[config.mk]
export PLATFORM = sky130hd
export DESIGN_NAME = noc_output_arbiter
export DESIGN_NICKNAME = d
export VERILOG_FILES = /design/src/rtl/noc_output_arbiter_pkg.sv /design/src/rtl/noc_output_arbiter_rr.sv /design/src/rtl/noc_output_arbiter.sv
export SDC_FILE = /design/constraint.sdc
export NUM_CORES = 1
export LEC_CHECK = 0
export ABC_AREA = 1
export BUFFER_PORTS_ARGS = -buffer_cell sky130_fd_sc_hd__buf_2
export CORE_MARGIN = 1
export CORE_UTILIZATION = 54
export CTS_BUF_LIST = sky130_fd_sc_hd__clkbuf_2
export DETAILED_ROUTE_END_ITERATION = 10
export PLACE_DENSITY = 0.81
export SYNTH_ARGS = -nofsm -noshare
export SYNTH_HDL_FRONTEND = slang
export SYNTH_SLANG_ARGS = --single-unit
export TNS_END_PERCENT = 50
[constraint.sdc]
create_clock -name clk -period 6.9 [get_ports clk]
set_input_delay 0 -clock clk [delete_from_list [all_inputs] [get_ports clk]]
set_output_delay 0 -clock clk [all_outputs]
set_load 0.02 [all_outputs]
[src/rtl/noc_output_arbiter_pkg.sv]
// Shared NoC types and constants for the router output stage.
// Latency: n/a (types and constants only).
// Backpressure: n/a.
package params_noc;

   // Router geometry and downstream buffering defaults
   localparam int N_IN_DEF      = 5;
   localparam int BUF_DEPTH_DEF = 4;
   localparam int CREDIT_W      = $clog2(BUF_DEPTH_DEF + 1);

   // Virtual channels on each output link
   localparam int vc_Num = 2;
   localparam int VC_W   = (vc_Num > 1) ? $clog2(vc_Num) : 1;

   localparam int FLIT_DATA_W = 16;

   // Router port indices
   typedef enum logic [2:0] {
      LOCAL = 3'd0,
      NORTH = 3'd1,
      SOUTH = 3'd2,
      EAST  = 3'd3,
      WEST  = 3'd4
   } port_e;

   typedef enum logic [1:0] {
      HEAD     = 2'd0,
      BODY     = 2'd1,
      TAIL     = 2'd2,
      HEADTAIL = 2'd3
   } flit_Data_Label;

   typedef struct packed {
      flit_Data_Label          label;
      logic [VC_W-1:0]         vc_Id;
      logic [FLIT_DATA_W-1:0]  data;
   } flit_Data_withvc;

endpackage

[src/rtl/noc_output_arbiter_rr.sv]
// Round-robin arbiter: one-hot grant to the first request at or after the pointer.
// Latency: combinational grant; pointer moves to winner+1 on the next edge.
// Backpressure: none; a cycle with no request leaves the pointer unchanged.
// Ports: clk_i/rst_i (sync active-high), req_i request vector, gnt_o one-hot grant.
module rr_arbiter #(
   parameter int N = 5
) (
   input  logic         clk_i,
   input  logic         rst_i,
   input  logic [N-1:0] req_i,
   output logic [N-1:0] gnt_o
);

   localparam int PW = (N > 1) ? $clog2(N) : 1;

   logic [PW-1:0] ptr_q, ptr_d;

   always_comb begin
      logic          found;
      logic [PW-1:0] idx;
      found = 1'b0;
      idx   = '0;
      gnt_o = '0;
      ptr_d = ptr_q;
      // Walk from the pointer upward, wrapping at N; first hit wins.
      for (int k = 0; k < N; k++) begin
         idx = PW'((int'(ptr_q) + k) % N);
         if (!found && req_i[idx]) begin
            found      = 1'b1;
            gnt_o[idx] = 1'b1;
            ptr_d      = PW'((int'(idx) + 1) % N);
         end
      end
   end

   always_ff @(posedge clk_i) begin
      if (rst_i) ptr_q <= '0;
      else       ptr_q <= ptr_d;
   end

endmodule

[src/rtl/noc_output_arbiter.sv]
// Output-port arbiter: round-robin over inputs with per-VC wormhole lock and credit flow control.
// Latency: grant is same-cycle combinational; granted flit is registered onto the link next cycle.
// Backpressure: an input waits while its VC has no credit or is locked by another packet.
// Ports: req_valid_i/req_flit_i/req_ready_o input side; out_valid_o/out_flit_o link;
//        credit_return_i one pulse per freed downstream slot; credit_err_o sticky overflow flag.
module noc_output_arbiter
   import params_noc::*;
#(
   parameter int N_IN      = N_IN_DEF,
   parameter int BUF_DEPTH = BUF_DEPTH_DEF
) (
   input  logic                clk,
   input  logic                rst,
   input  logic [N_IN-1:0]     req_valid_i,
   input  flit_Data_withvc     req_flit_i [N_IN],
   output logic [N_IN-1:0]     req_ready_o,
   output logic                out_valid_o,
   output flit_Data_withvc     out_flit_o,
   input  logic [vc_Num-1:0]   credit_return_i,
   output logic                credit_err_o
);

   localparam int CW = $clog2(BUF_DEPTH + 1);
   localparam int IW = (N_IN > 1) ? $clog2(N_IN) : 1;

   logic [CW-1:0]     credit_q    [vc_Num];
   logic [CW-1:0]     credit_d    [vc_Num];
   logic [vc_Num-1:0] owner_vld_q, owner_vld_d;
   logic [IW-1:0]     owner_idx_q [vc_Num];
   logic [IW-1:0]     owner_idx_d [vc_Num];
   logic              err_q, err_d;
   logic              out_vld_q, out_vld_d;
   flit_Data_withvc   out_flit_q, out_flit_d;

   logic [N_IN-1:0]   elig;
   logic [N_IN-1:0]   gnt;
   logic              gnt_any;
   logic [IW-1:0]     gnt_idx;
   flit_Data_withvc   gnt_flit;

   // Eligibility: needs credit, and either a free VC for a packet start or
   // ownership of the VC for a packet continuation. Held off during reset.
   always_comb begin
      logic [VC_W-1:0] v;
      logic            is_head;
      v       = '0;
      is_head = 1'b0;
      elig    = '0;
      for (int i = 0; i < N_IN; i++) begin
         v       = req_flit_i[i].vc_Id;
         is_head = (req_flit_i[i].label == HEAD) || (req_flit_i[i].label == HEADTAIL);
         if (!rst && req_valid_i[i] && (credit_q[v] != '0)) begin
            if (is_head) elig[i] = !owner_vld_q[v];
            else         elig[i] = owner_vld_q[v] && (owner_idx_q[v] == IW'(i));
         end
      end
   end

   rr_arbiter #(.N(N_IN)) u_rr (
      .clk_i (clk),
      .rst_i (rst),
      .req_i (elig),
      .gnt_o (gnt)
   );

   assign req_ready_o = gnt;

   // Grant is one-hot, so at most one iteration fires.
   always_comb begin
      gnt_any  = 1'b0;
      gnt_idx  = '0;
      gnt_flit = '0;
      for (int i = 0; i < N_IN; i++) begin
         if (gnt[i]) begin
            gnt_any  = 1'b1;
            gnt_idx  = IW'(i);
            gnt_flit = req_flit_i[i];
         end
      end
   end

   always_comb begin
      logic send;
      send        = 1'b0;
      credit_d    = credit_q;
      owner_vld_d = owner_vld_q;
      owner_idx_d = owner_idx_q;
      err_d       = err_q;
      out_vld_d   = gnt_any;
      out_flit_d  = gnt_any ? gnt_flit : out_flit_q;
      for (int v = 0; v < vc_Num; v++) begin
         send = gnt_any && (gnt_flit.vc_Id == VC_W'(v));
         // Send and return in the same cycle cancel out.
         if (send && !credit_return_i[v]) begin
            credit_d[v] = credit_q[v] - 1'b1;
         end else if (!send && credit_return_i[v]) begin
            if (credit_q[v] == CW'(BUF_DEPTH)) err_d = 1'b1;
            else                               credit_d[v] = credit_q[v] + 1'b1;
         end
         // HEADTAIL and BODY leave ownership alone.
         if (send && gnt_flit.label == HEAD) begin
            owner_vld_d[v] = 1'b1;
            owner_idx_d[v] = gnt_idx;
         end else if (send && gnt_flit.label == TAIL) begin
            owner_vld_d[v] = 1'b0;
         end
      end
   end

   always_ff @(posedge clk) begin
      if (rst) begin
         for (int v = 0; v < vc_Num; v++) begin
            credit_q[v]    <= CW'(BUF_DEPTH);
            owner_idx_q[v] <= '0;
         end
         owner_vld_q <= '0;
         err_q       <= 1'b0;
         out_vld_q   <= 1'b0;
         out_flit_q  <= '0;
      end else begin
         credit_q    <= credit_d;
         owner_idx_q <= owner_idx_d;
         owner_vld_q <= owner_vld_d;
         err_q       <= err_d;
         out_vld_q   <= out_vld_d;
         out_flit_q  <= out_flit_d;
      end
   end

   assign out_valid_o  = out_vld_q;
   assign out_flit_o   = out_flit_q;
   assign credit_err_o = err_q;

endmodule

# Word-level counts from Yosys, hierarchy flattened
# Index checks and enable logic that the tools add are counted.
op_classes:
  n_lt_le_gt_ge: 20
  div_mod_pow: 10
  bitwise: 10
  add_sub_neg: 13
  muxes: 114
  n_shift: 0
  reduce_logical: 72
  eq_ne: 14
  mul: 0
op_table:
  columns: ["op", "count"]
  rows:
  - ["32-bit by 4-bit remainder unit with 32-bit output, second input constant", 9]
  - ["3-bit two-way mux", 44]
  - ["19-bit two-way mux", 5]
  - ["1-bit two-way mux", 50]
  - ["1-bit logical AND", 34]
  - ["4-bit by 4-bit remainder unit with 32-bit output, second input constant", 1]
  - ["5-bit two-way mux", 5]
  - ["3-bit by 1-bit adder with 4-bit output, second input constant", 6]
  - ["3-bit by 4-bit less-than comparator with 1-bit output, second input constant", 5]
  - ["5-bit OR", 4]
  - ["1-bit binary-select mux with 3-bit select", 5]
  - ["1-bit demux with 3-bit select", 5]
  - ["3-bit by 1-bit >= comparator with 1-bit output, second input constant", 5]
  - ["3-bit nonzero test", 5]
  - ["1-bit logical NOT", 14]
  - ["2-bit == test, second input constant", 6]
  - ["2-bit logical NOT", 6]
  - ["2-bit >= comparator, second input constant", 5]
  - ["1-bit by 2-bit less-than comparator with 1-bit output, second input constant", 5]
  - ["1-bit NOT with 2-bit output", 5]
  - ["3-bit == test, second input constant", 3]
  - ["3-bit by 2-bit adder with 4-bit output, second input constant", 2]
  - ["2-bit nonzero test", 4]
  - ["3-bit by 1-bit adder with 3-bit output, second input constant", 2]
  - ["10 further kinds", 18]
totals:
  ff_bits: 38
  mem_count: 0
  elab_cells: 265
  latch_bits: 0
  mem_bits_ro: 0
  ramBits: 0

# Logic depth before layout (Yosys ltp)
depth:
  depth_word: 37
  depth_mapped: 45
  ltp_nobuf: 44

# By module
# From an unflattened synthesis, not the netlist that was laid out.
unflattened:
  hier_cells: 721
  area_unflattened_um2: 4428.0
by_module_without_submodules:
  columns: ["mod", "area_per_inst_um2", "cells_each", "n_inst", "seq_area_each_um2"]
  rows:
  - ["noc_output_arbiter", 2627.5, 423, 1, 700.7]
  - ["rr_arbiter", 1800.5, 298, 1, 60.1]

# Worst setup path before layout
# No wires, ideal clock.
synth_timing:
  path_type: "reg-to-reg"
  start: "reg u_rr.ptr_q[0]"
  end: "reg u_rr.ptr_q[1]"
  stages_incl_launch_ff: 41
  path_slack_ns: 1.853
  period_less_slack_ns: 5.047
  required_ns: 6.791
  arrival_ns: 4.938
  cell_sequence: "dfxtp_1 -> buf_2 -> inv_2 -> ha_1 -> buf_2 -> inv_1 -> ha_1 -> inv_1 -> nand4_1 -> nand2_1 -> xor2_1 -> inv_1 -> ha_1 -> nand2_1 -> nand3_2 -> nand2_2 -> nand2_2 -> nand2_2 -> [5 not listed] -> nor2_4 -> inv_2 -> nor2_2 -> inv_1 -> nand2_1 -> ha_1 -> inv_1 -> nand2_1 -> nand2_1 -> ha_1 -> inv_1 -> ha_1 -> o211ai_1 -> nand2_1 -> nand2_1 -> nand3_1 -> nand2_1 -> inv_1"
synth_via:
  elab_chain_len: 16
  elab_cells_between_ends: 47
  classes_between: "add/sub (9); div (10); mux (19); reduce/logical (9)"
synth_lines:
  columns: ["item", "line_no", "rtl"]
  rows:
  - ["start, declared", "noc_output_arbiter_rr.sv:16", "logic [PW-1:0] ptr_q, ptr_d;"]
  - ["start signal, assigned", "noc_output_arbiter_rr.sv:38", "else ptr_q <= ptr_d;"]
  - ["branches (longest 16 deep; another with 32-bit by 4-bit remainder unit with 32-bit output)", null, null]
# Several ways; the timed one is not identified. The select of a mux whose other input is x is not followed.
# A chain may end at the register's enable or synchronous reset.

# Worst setup path after layout
layout_timing:
  start: "reg u_rr.ptr_q[1]"
  end: "reg credit_q[5] (netlist name)"
layout_via:
  elab_chain_len: 27
  elab_cells_between_ends: 84
  classes_between: "add/sub (4); div (5); order compare (10); eq/ne (1); mux (40); bitwise (5); reduce/logical (19)"
layout_lines:
  columns: ["item", "line_no", "rtl"]
  rows:
  - ["branches (longest 15 deep; another with 32-bit by 4-bit remainder unit with 32-bit output)", null, null]
  - ["5-bit two-way mux (*)", "noc_output_arbiter_rr.sv:28", "if (!found && req_i[idx]) begin"]
  - ["19-bit two-way mux (5 in series)", "noc_output_arbiter.sv:74", "if (gnt[i]) begin"]
  - ["1-bit NOT", "noc_output_arbiter.sv:92", "send = gnt_any && (gnt_flit.vc_Id == VC_W'(v));"]
  - ["1-bit logical AND (*)", "noc_output_arbiter.sv:92", null]
  - ["1-bit logical NOT", "noc_output_arbiter.sv:96", "end else if (!send && credit_return_i[v]) begin"]
  - ["1-bit logical AND", "noc_output_arbiter.sv:96", null]
  - ["2-bit nonzero test (no source line)", null, null]
  - ["2-bit AND reduction (no source line)", null, null]
  - ["end signal, assigned by index", "noc_output_arbiter.sv:113", "credit_q[v] <= CW'(BUF_DEPTH);"]
  - ["end signal, assigned", "noc_output_arbiter.sv:121", "credit_q <= credit_d;"]
  - ["end, declared", "noc_output_arbiter.sv:26", "logic [CW-1:0] credit_q [vc_Num];"]
# Every way passes the cells marked *. The select of a mux whose other input is x is not followed.

==> qor.txt <==
RSZ-0062 raised after global routing - false
P&R area growth vs syn - 25.9%
Cell Rows - 32
Hold_ws - 0.0816 ns
Full die area - 8440 sq um
Library cells used by synthesis - 44
EDFF count, synth - 0
Vias per cell - 5.61
Antenna violations before repair - 0
RD Place Congestion - 1.05
Detailed Place HPWL - 10800 um
DRT Pass-1 Iters - 5
Endpoints failing hold - 0
Net Count, Synth - 859
CTS tree - yes
Antenna viol nets, final - 0
I/O Buffers - 129
Synth Register Bits - 38
Top-area cell type share of the netlist area - 0.200
Setup Crit Path Kind - flop to flop
Fin util - 0.707
WP data required - 7.30 ns
Final Max Slew Viols - 0
Mean area per synthesized cell - 6.04 sq um
First-pass GRT wire length - 23900 um
Max Buffers Root-to-Sink - 2
Ys async rst share - 0
Fin crit share - 0.876
Clk sinks - 38
Relative slew margins - 0.327
Gr ovfl total - 0
Synth area leaders - nand2_1 (20%), dfxtp_1 (17%), nand3_1 (9.9%), ha_1 (8.6%), inv_1 (7.4%)
All-Layer GR Usage - 0.349
Largest net degree at the start of global routing - 30
Most common cell type on the critical path - nand2_1
DRT iter0 DRCs - 432
Crit end category - flop
Layout cells sized above 1 - 0.239
Synth area leader - nand2_1
Residual DRC - 0
Clock Pin Slew Worst Setup and Hold Paths - 0.26 ns
Final Skew - 0.0369 ns
# nets final - 1014
Die Y - 91.9 um
Post-synthesis cell count - 722
CP Data Arrival Time - 6.44 ns
Final TNS setup - 0 ns
Drt total wl - 14600 um
Initial Util - 0.561
Fmax achieved - 0.165 GHz
Status - completed
Syn Std Cell Area - 4360 sq um
# H-tree levels - 2
# Post-CTS Setup Buffers - 0
Top FF cell, synth - dfxtp_1
Most frequent cells in the layout - nand2_1 (232), buf_2 (129), inv_1 (86), nand3_1 (86), nor2_1 (42)
Syn. warnings - 0
Crit path max-delay cell type - dfxtp_1
Worst hold path type - input port to flop
Max_cap viols - 0
Horiz. Die Dim - 91.9 um
Area of the core - 7770 sq um
Top Ports - 130
Startpoint Class - flop
Root buf cell - clkbuf_2
Crit-path max cell delay - 0.55 ns
CTS buffer count - 5
Critical Path Fanout Max - 21
# setup viols final - 0
Antenna Cells - 0
Worst-margin pin slew - 1.01 ns
Commonest non-fill, non-tap cell in the layout - nand2_1
Period minus WS final - 6.04 ns
Via count - 5496
Sequential element share of the synthesized area - 0.174
Worst-Skew Late Latency - 0.43 ns
Vias in the first global route - 5203
Wirelength per Cell - 14.9 um
==> layer usage <==
layer  wire length, um  vias up  GRT usage  part of all wire
met5                 0        -          0                 0
met4               453        0      0.122             0.031
met3              1040       54     0.0580             0.071
met2              7260      284      0.632              0.50
met1              5810     2508      0.412              0.40
li1                  -     2650          -                 -
==> flip-flops by register name (all words and copies together) (netlist names) <==
| signal | flops |
|---|---|
| credit_q | 6 |
| owner_idx_q | 6 |
| out_valid_o | 1 |
| credit_err_o | 1 |
| out_flit_o | 19 |
| u_rr.ptr_q | 3 |
| owner_vld_q | 2 |
==> worst max-delay path: cells and delay by family (launching register included) <==
| kind | cells | cell delay [ns] |
|---|---|---|
| flip-flops | 1 | 0.55 |
| adder cells (fa/ha/maj) | 5 | 1.51 |
| XOR/XNOR | 1 | 0.25 |
| buffers and inverters | 7 | 0.83 |
| AO/OA/AOI/OAI | 2 | 0.16 |
| AND/OR/NAND/NOR | 21 | 2.68 |
==> synth_stat cells, types with 2 or more instances <==
cell / instances
nand2_1: 232
inv_1: 86
nand3_1: 86
nor2_1: 42
dfxtp_1: 38
ha_1: 30
o21ai_0: 29
nand2_2: 25
a21oi_1: 24
a221oi_1: 16
buf_2: 10
nand3_2: 9
nand4_1: 8
inv_2: 6
nor2_2: 6
o21ai_1: 6
clkbuf_1: 5
nand3b_1: 5
xor2_1: 5
a31oi_1: 4
nor2_4: 4
nor3_1: 4
o21ai_2: 4
xnor2_1: 4
a21oi_2: 3
buf_6: 3
fa_1: 3
nand2_4: 3
a21o_1: 2
inv_4: 2
o211ai_1: 2
o21bai_1: 2
o31ai_1: 2
or2_2: 2
==> through the flow <==
stage / std cells / cell area [sq um] / setup slack (ns)
after CTS: 980 / 5490 / 0.934
after global routing: 980 / 5490 / 0.271
after floorplan: 722 / 4360 / 1.85
final: 980 / 5490 / 0.858
after detailed placement: 938 / 5060 / 1.01
after global placement: 938 / 5060 / 1.15
==> path summary, 6_finish.rpt <==
| check | start | endpoint | slack (ns) | depth (start not counted) |
|---|---|---|---|---|
| max | u_rr.ptr_q[1] | credit_q[5] | 0.86 | 36 |
| min reg2reg | out_flit_o[5] | out_flit_o[5] | 0.49 | 2 |
| min | credit_return_i[0] | credit_q[4] | 0.08 | 5 |
| max reg2reg | u_rr.ptr_q[1] | credit_q[5] | 0.86 | 36 |
==> layout make-up <==
cell class / instances / area, sq um
clock buffers: 5 / 25.0
clock inverters: 3 / 63.8
fillers: 700 / 2280
inverters: 94 / 358
multi-input cells: 570 / 3130
flip-flops and latches: 38 / 761
well taps: 102 / 128
repair buffers: 168 / 1020
==> cells by family after synthesis <==
kind of cell,Yosys count,share of synthesized area
compound gates,96,0.137
simple gates,431,0.459
xor+xnor,10,0.0218
fa+ha+maj,33,0.0999
flops,38,0.174
buf+inv,114,0.108
==> repair_timing <==
item | in CTS | in global routing
hold buffers | 34 | 0
hold endpoints to repair | 26 | 0
resized for setup | 0 | 0
Power is not shown: default switching activity piles up to over one toggle a cycle in this logic, so the estimate is an artifact.
